### src/rtl/bi_mem_wm_pkg.sv
// bi_mem_wm_pkg: shared address-width helper and default request layout for the write-masked memory requester
package bi_mem_wm_pkg;
   localparam int DEF_WIDTH  = 16;
   localparam int DEF_HEIGHT = 16;
   localparam int DEF_MASK   = 4;

   function automatic int addr_w(int height);
      return height > 1 ? $clog2(height) : 1;
   endfunction

   localparam int DEF_AW = addr_w(DEF_HEIGHT);

   typedef struct packed {
      logic                  is_write;
      logic [DEF_MASK-1:0]   mask;
      logic [DEF_AW-1:0]     addr;
      logic [DEF_WIDTH-1:0]  data;
   } req_t;
endpackage

### src/rtl/bi_mem_wm_requester_if.sv
// bi_mem_wm_requester_if: request, response and memory-side signals of the requester (rspIsWrite_o only with BI_MEM_WM_REQUESTER_WRACK_EN)
interface bi_mem_wm_requester_if #(
   parameter int WIDTH  = 16,
   parameter int HEIGHT = 16,
   parameter int MASK   = 4
);
   import bi_mem_wm_pkg::*;
   localparam int AW = addr_w(HEIGHT);

   logic             reqValid_i;
   logic             reqReady_o;
   logic             reqIsWrite_i;
   logic [MASK-1:0]  reqMask_i;
   logic [AW-1:0]    reqAddr_i;
   logic [WIDTH-1:0] reqData_i;
   logic             rspValid_o;
   logic             rspReady_i;
   logic [WIDTH-1:0] rspData_o;
`ifdef BI_MEM_WM_REQUESTER_WRACK_EN
   logic             rspIsWrite_o;
`endif
   logic             memEnable_o;
   logic             memIsWrite_o;
   logic [MASK-1:0]  memWriteMask_o;
   logic [AW-1:0]    memAddr_o;
   logic [WIDTH-1:0] memWriteData_o;
   logic [WIDTH-1:0] memReadData_i;
   logic             memHold_i;

   modport master (
`ifdef BI_MEM_WM_REQUESTER_WRACK_EN
      output rspIsWrite_o,
`endif
      input  reqValid_i, reqIsWrite_i, reqMask_i, reqAddr_i, reqData_i, rspReady_i, memReadData_i, memHold_i,
      output reqReady_o, rspValid_o, rspData_o, memEnable_o, memIsWrite_o, memWriteMask_o, memAddr_o, memWriteData_o
   );

   modport slave (
`ifdef BI_MEM_WM_REQUESTER_WRACK_EN
      input  rspIsWrite_o,
`endif
      output reqValid_i, reqIsWrite_i, reqMask_i, reqAddr_i, reqData_i, rspReady_i, memReadData_i, memHold_i,
      input  reqReady_o, rspValid_o, rspData_o, memEnable_o, memIsWrite_o, memWriteMask_o, memAddr_o, memWriteData_o
   );
endinterface

### src/rtl/bi_mem_wm_rsp_fifo.sv
// bi_mem_wm_rsp_fifo: synchronous response FIFO, any depth >= 2, pointers wrap modulo DEPTH
module bi_mem_wm_rsp_fifo #(
   parameter int WIDTH = 16,
   parameter int DEPTH = 3
) (
   input  logic                       clk,
   input  logic                       rst_n,
   input  logic                       push,
   input  logic [WIDTH-1:0]           pushData,
   input  logic                       pop,
   output logic [WIDTH-1:0]           popData,
   output logic [$clog2(DEPTH+1)-1:0] count
);
   localparam int PW = $clog2(DEPTH);
   localparam int CW = $clog2(DEPTH+1);

   logic [WIDTH-1:0] mem [DEPTH];
   logic [PW-1:0]    wr;
   logic [PW-1:0]    rd;

   function automatic logic [PW-1:0] inc(logic [PW-1:0] p);
      return p == PW'(DEPTH-1) ? '0 : p + PW'(1);
   endfunction

   // pointers and occupancy; push and pop together leave the count unchanged
   always_ff @(posedge clk or negedge rst_n)
      if (!rst_n) begin
         wr    <= '0;
         rd    <= '0;
         count <= '0;
      end else begin
         if (push) wr <= inc(wr);
         if (pop) rd <= inc(rd);
         count <= count + CW'(push) - CW'(pop);
      end

   // storage needs no reset: only entries below count are ever presented
   always_ff @(posedge clk)
      if (push) mem[wr] <= pushData;

   assign popData = mem[rd];
endmodule

### src/rtl/bi_mem_wm_requester.sv
// bi_mem_wm_requester: valid/ready to write-masked memory initiator with credit-gated read response FIFO; BI_MEM_WM_REQUESTER_WRACK_EN adds write acknowledges
module bi_mem_wm_requester
   import bi_mem_wm_pkg::*;
#(
   parameter int WIDTH     = DEF_WIDTH,
   parameter int HEIGHT    = DEF_HEIGHT,
   parameter int MASK      = DEF_MASK,
   parameter int RSP_DEPTH = 3
) (
   input logic clk_i,
   input logic reset_n_i,
   bi_mem_wm_requester_if.master bus
);
   localparam int CW = $clog2(RSP_DEPTH+1);
`ifdef BI_MEM_WM_REQUESTER_WRACK_EN
   localparam int FW = WIDTH + 1;
`else
   localparam int FW = WIDTH;
`endif

   logic          pending;
   logic [CW-1:0] count;
   logic          credit;
   logic          need;
   logic          accept;
   logic          pop;
   logic [FW-1:0] push_data;
   logic [FW-1:0] head;

   // credit looks only at registered state so rspReady_i never reaches reqReady_o
   assign credit = (int'(count) + int'(pending)) < RSP_DEPTH;
`ifdef BI_MEM_WM_REQUESTER_WRACK_EN
   assign need = credit;
`else
   assign need = bus.reqIsWrite_i || credit;
`endif

   assign bus.memEnable_o    = bus.reqValid_i && need;
   assign bus.reqReady_o     = need && !bus.memHold_i;
   assign accept             = bus.memEnable_o && !bus.memHold_i;
   assign bus.memIsWrite_o   = bus.reqIsWrite_i;
   assign bus.memWriteMask_o = bus.reqIsWrite_i ? bus.reqMask_i : '0;
   assign bus.memAddr_o      = bus.reqAddr_i;
   assign bus.memWriteData_o = bus.reqData_i;
   assign bus.rspValid_o     = count != '0;
   assign pop                = bus.rspValid_o && bus.rspReady_i;

`ifdef BI_MEM_WM_REQUESTER_WRACK_EN
   logic pending_wr;

   // every accepted access owes one response entry in the following cycle
   always_ff @(posedge clk_i or negedge reset_n_i)
      if (!reset_n_i) begin
         pending    <= 1'b0;
         pending_wr <= 1'b0;
      end else begin
         pending    <= accept;
         pending_wr <= accept && bus.reqIsWrite_i;
      end

   assign push_data = pending_wr ? {1'b1, {WIDTH{1'b0}}} : {1'b0, bus.memReadData_i};
   assign {bus.rspIsWrite_o, bus.rspData_o} = head;
`else
   // a read accepted now has its data on memReadData_i next cycle, hold or not
   always_ff @(posedge clk_i or negedge reset_n_i)
      if (!reset_n_i) pending <= 1'b0;
      else pending <= accept && !bus.reqIsWrite_i;

   assign push_data  = bus.memReadData_i;
   assign bus.rspData_o = head;
`endif

   bi_mem_wm_rsp_fifo #(.WIDTH(FW), .DEPTH(RSP_DEPTH)) u_fifo (
      .clk      (clk_i),
      .rst_n    (reset_n_i),
      .push     (pending),
      .pushData (push_data),
      .pop      (pop),
      .popData  (head),
      .count    (count)
   );

   a_no_overflow: assert property (@(posedge clk_i) disable iff (!reset_n_i)
      int'(count) + int'(pending) <= RSP_DEPTH);
endmodule

### src/flat_wrapper.sv
// flat-port wrapper written by rule: the top's interface ports become plain ports
module bi_mem_wm_requester_flat import bi_mem_wm_pkg::*;
#(
   parameter int WIDTH     = DEF_WIDTH,
   parameter int HEIGHT    = DEF_HEIGHT,
   parameter int MASK      = DEF_MASK,
   parameter int RSP_DEPTH = 3
)
  (clk_i, reset_n_i, bus_reqValid_i, bus_reqIsWrite_i, bus_reqMask_i, bus_reqAddr_i, bus_reqData_i, bus_rspReady_i, bus_memReadData_i, bus_memHold_i, bus_reqReady_o, bus_rspValid_o, bus_rspData_o, bus_memEnable_o, bus_memIsWrite_o, bus_memWriteMask_o, bus_memAddr_o, bus_memWriteData_o);
  bi_mem_wm_requester_if #(.WIDTH(WIDTH), .HEIGHT(HEIGHT), .MASK(MASK)) bus_i ();
  input logic clk_i;
  input logic reset_n_i;
  input wire logic [$bits(bus_i.reqValid_i)-1:0] bus_reqValid_i;
  input wire logic [$bits(bus_i.reqIsWrite_i)-1:0] bus_reqIsWrite_i;
  input wire logic [$bits(bus_i.reqMask_i)-1:0] bus_reqMask_i;
  input wire logic [$bits(bus_i.reqAddr_i)-1:0] bus_reqAddr_i;
  input wire logic [$bits(bus_i.reqData_i)-1:0] bus_reqData_i;
  input wire logic [$bits(bus_i.rspReady_i)-1:0] bus_rspReady_i;
  input wire logic [$bits(bus_i.memReadData_i)-1:0] bus_memReadData_i;
  input wire logic [$bits(bus_i.memHold_i)-1:0] bus_memHold_i;
  output wire logic [$bits(bus_i.reqReady_o)-1:0] bus_reqReady_o;
  output wire logic [$bits(bus_i.rspValid_o)-1:0] bus_rspValid_o;
  output wire logic [$bits(bus_i.rspData_o)-1:0] bus_rspData_o;
  output wire logic [$bits(bus_i.memEnable_o)-1:0] bus_memEnable_o;
  output wire logic [$bits(bus_i.memIsWrite_o)-1:0] bus_memIsWrite_o;
  output wire logic [$bits(bus_i.memWriteMask_o)-1:0] bus_memWriteMask_o;
  output wire logic [$bits(bus_i.memAddr_o)-1:0] bus_memAddr_o;
  output wire logic [$bits(bus_i.memWriteData_o)-1:0] bus_memWriteData_o;
  assign bus_i.reqValid_i = bus_reqValid_i;
  assign bus_i.reqIsWrite_i = bus_reqIsWrite_i;
  assign bus_i.reqMask_i = bus_reqMask_i;
  assign bus_i.reqAddr_i = bus_reqAddr_i;
  assign bus_i.reqData_i = bus_reqData_i;
  assign bus_i.rspReady_i = bus_rspReady_i;
  assign bus_i.memReadData_i = bus_memReadData_i;
  assign bus_i.memHold_i = bus_memHold_i;
  assign bus_reqReady_o = bus_i.reqReady_o;
  assign bus_rspValid_o = bus_i.rspValid_o;
  assign bus_rspData_o = bus_i.rspData_o;
  assign bus_memEnable_o = bus_i.memEnable_o;
  assign bus_memIsWrite_o = bus_i.memIsWrite_o;
  assign bus_memWriteMask_o = bus_i.memWriteMask_o;
  assign bus_memAddr_o = bus_i.memAddr_o;
  assign bus_memWriteData_o = bus_i.memWriteData_o;
  bi_mem_wm_requester #(.WIDTH(WIDTH), .HEIGHT(HEIGHT), .MASK(MASK), .RSP_DEPTH(RSP_DEPTH)) u_core (.clk_i(clk_i), .reset_n_i(reset_n_i), .bus(bus_i));
endmodule
### config.mk
export PLATFORM = sky130hd
export DESIGN_NAME = bi_mem_wm_requester_flat
export DESIGN_NICKNAME = d
export VERILOG_FILES = /design/src/rtl/bi_mem_wm_pkg.sv /design/src/rtl/bi_mem_wm_requester_if.sv /design/src/rtl/bi_mem_wm_rsp_fifo.sv /design/src/rtl/bi_mem_wm_requester.sv /design/src/flat_wrapper.sv
export SDC_FILE = /design/constraint.sdc
export NUM_CORES = 1
export LEC_CHECK = 0
export ABC_AREA = 1
export BUFFER_PORTS_ARGS = -buffer_cell sky130_fd_sc_hd__buf_2
export CORE_MARGIN = 2
export CORE_UTILIZATION = 55
export CTS_BUF_LIST = sky130_fd_sc_hd__clkbuf_2 sky130_fd_sc_hd__clkbuf_4 sky130_fd_sc_hd__clkbuf_8
export CTS_CLUSTER_SIZE = 20
export DETAILED_ROUTE_END_ITERATION = 8
export GPL_ROUTABILITY_DRIVEN = 0
export PLACE_DENSITY = 0.92
export SLEW_MARGIN = 20
export SYNTH_ARGS = -nofsm -noshare
export SYNTH_HDL_FRONTEND = slang
export SYNTH_SLANG_ARGS = --single-unit
### constraint.sdc
create_clock -name clk_i -period 6.3 [get_ports clk_i]
set_input_delay 0.315 -clock clk_i [delete_from_list [all_inputs] [get_ports clk_i]]
set_output_delay 0.315 -clock clk_i [all_outputs]
set_load 0.01 [all_outputs]
==> flow_metrics.py <==
metrics = {
    "setup_path": {
        "crit_path_end_kind": "primary output",
        "worstSetupStartpointType": "flop",
        "worstSetupPathType": "flop to primary output",
        "cp_data_required_time_ns": 5.98,
        "r2r_slack_ns": 4.79,
        "worstPathMaxFanout": 19,
        "r2r-start": "u_core.u_fifo.count[1]",
        "critPathLaunch": "u_core.u_fifo.rd[1]",
        "worstPathArrival_ns": 1.97,
    },
    "routing": {
        "vias": 1416,
        "drc": 0,
        "ant_nets": 0,
        "drt_iter0_markers": 43,
        "via_per_inst": 4.92,
        "drtPass1Iterations": 4,
        "wl_um": 3970,
        "routedWlPerCell_um": 13.8,
    },
    "cells_and_area": {
        "layout_commonest_cell": "nand2_1",
        "mostFrequentLayoutCells": "50 x nand2_1, 49 x buf_2, 48 x edfxtp_1",
        "fin_area_um2": 2730,
        "antennaDiodeCount": 0,
        "fin_nets": 285,
        "layout-drive-gt1-share_pct": 40.3,
        "synthToLayoutAreaGrowth_pct": 10.5,
    },
    "power": {
        "power_density_nw_per_um2": 413,
        "p_sw_share_pct": 34.3,
        "power.leakage_nw": 1.23,
        "p_seq_share_pct": 42.7,
        "ir_worst_vdd_uv": 288,
        "internal_power_uw": 741,
        "netSwitchingPower_uw": 386,
        "p_comb_share_pct": 33.6,
        "clkPwrFrac_pct": 23.8,
        "p_total_mw": 1.13,
    },
    "grt": {
        "grt_first_pass_wirelength_um": 6470,
        "grt_pass1_vias": 1432,
        "grt_start_max_net_pins": 20,
        "track_usage_pct": 17.1,
        "antenna_found_initial": 0,
        "grt_overflow": 0,
    },
    "timing": {
        "period_minus_slack_ns": 2.29,
        "setup_violations": 0,
        "rsz0062_at_grt": "false",
        "tightest_slew_ns": 0.816,
        "finalMaxSlewViolations": 0,
        "hold_violations": 0,
        "maxSlewHeadroom_pct": 45.6,
        "setup_tns_ns": 0,
        "fmax_mhz": 437,
        "fin_skew_ns": 0.00500,
        "period_share_pct": 36.3,
    },
    "run": {
        "maxCapViolations": 0,
    },
    "die": {
        "start_util_pct": 56.8,
        "die_y_um": 71.0,
        "die_area_um2": 5050,
        "die_w_um": 71.0,
        "core_um2": 4350,
        "boundaryPins": 90,
        "rows": 24,
    },
    "placed_design": {
        "place_area_um2": 2580,
        "hpwl_um": 2700,
        "port_buffers": 49,
    },
    "clock_tree": {
        "htree_num_levels": 2,
        "cts.sinks": 55,
        "numCtsBuffers": 5,
        "post_cts_resized": 0,
        "clk_path_buf_depth": 2,
        "clk_latency_ns": 0.31,
        "root_buffer": "clkbuf_8",
        "clk_pin_slew_ns": 0.09,
        "cts_tree": "built",
    },
    "synthesis": {
        "postSynthCellCount": 202,
        "synth-seq-cells": 55,
        "avgSynthCellArea_um2": 12.2,
        "synth_area_um2": 2470,
        "synth_cell_types": 22,
        "ys_seq_area_share_pct": 65.4,
        "synth_fp_nets": 252,
        "ys_warn_count": 0,
    },
    "outcome": {
        "outcome": "finished, final reports clean",
    },
    "min_path": {
        "worstHoldPathType": "input pin to flop",
        "hp-start": "bus_memReadData_i[4]",
    },
}
critical path: stages (launching register included):
cell and delay (ns):
dfrtp_1 0.69, nor2_4 0.57, nand2_1 0.12, nand3_1 0.13, buf_2 0.14
cells by family (layout without fill, tap and decap cells):
kind of cell | count (synthesis) | count (layout) | synth area share (%)
AND/OR/NAND/NOR | 94 | 94 | 20.3
flip-flops | 55 | 55 | 65.4
adder cells (fa/ha/maj) | 4 | 4 | 2.03
AO/OA/AOI/OAI | 2 | 2 | 0.405
buffers and inverters | 47 | 81 | 11.8
layout make-up:
| type | instances | area (µm²) |
|---|---|---|
| Timing Repair Buffer | 51 | 263 |
| Tap cell | 52 | 65.1 |
| Inverter | 22 | 83.8 |
| Fill cell | 314 | 1620 |
| Clock buffer | 6 | 76.3 |
| Clock inverter | 2 | 60.1 |
| Sequential cell | 55 | 1620 |
| Multi-Input combinational cell | 100 | 567 |
power by group through the flow:
stage / registers, mW / clock network, mW / logic [mW]
2_1_floorplan: 0.462 / 0 / 0.320
3_3_place_gp: 0.487 / 0 / 0.369
3_5_place_dp: 0.490 / 0 / 0.384
5_1_grt: 0.487 / 0.282 / 0.429
6_report: 0.481 / 0.268 / 0.379
4_1_cts: 0.482 / 0.269 / 0.387
cell usage after synthesis, drive strengths merged:
| cell type | number | area [µm²] |
|---|---|---|
| nand3 | 19 | 140 |
| dfrtp | 7 | 175 |
| o21ai | 2 | 10.0 |
| ha | 4 | 50.1 |
| nor3 | 1 | 5.00 |
| inv | 20 | 75.1 |
| edfxtp | 48 | 1440 |
| clkinv | 2 | 8.75 |
| nand2 | 70 | 318 |
| nor2 | 4 | 38.8 |
| buf | 25 | 209 |
timing repair:
| item | CTS | global route |
|---|---|---|
| hold endpoints to repair | 7 | 0 |
| buffers inserted | 0 | 0 |
| hold buffers | 1 | 0 |
flip-flops by register name, indices dropped and copies added, names as in the netlist:
register and count:
u_core.u_fifo.rd 2, u_core.u_fifo.mem 48, u_core.u_fifo.wr 2, u_core.pending 1
u_core.u_fifo.count 2
metal layers:
metal / vias up / routed length [µm] / track usage, %
met5: - / 0 / 0
met4: 0 / 88 / 7.34
met3: 17 / 314 / 6.84
met2: 55 / 2000 / 29.8
met1: 639 / 1560 / 18.5
li1: 705 / - / -
through the flow:
stage	util, %	setup WS [ns]	hold slack (ns)	std cells
floorplan	-	4.31	0.0194	202
global placement	59.4	4.41	0.161	279
detailed placement	59.4	4.31	0.160	279
CTS	62.7	3.97	0.199	288
global route	62.7	3.86	0.197	288
finish	62.7	4.01	0.203	288
path summary, 6_finish.rpt:
| path | depth (start not counted) | to |
|---|---|---|
| setup / recovery | 4 | bus_rspData_o[9] |
| hold / removal | 1 | u_core.u_fifo.mem[1][4] |
| hold reg to reg | 1 | u_core.u_fifo.wr[1] |
| min in group asynchronous | 2 | u_core.pending |
| max in group asynchronous | 2 | u_core.u_fifo.wr[1] |
| setup reg to reg | 10 | u_core.u_fifo.count[1] |
(Power assumes the default switching activity.)
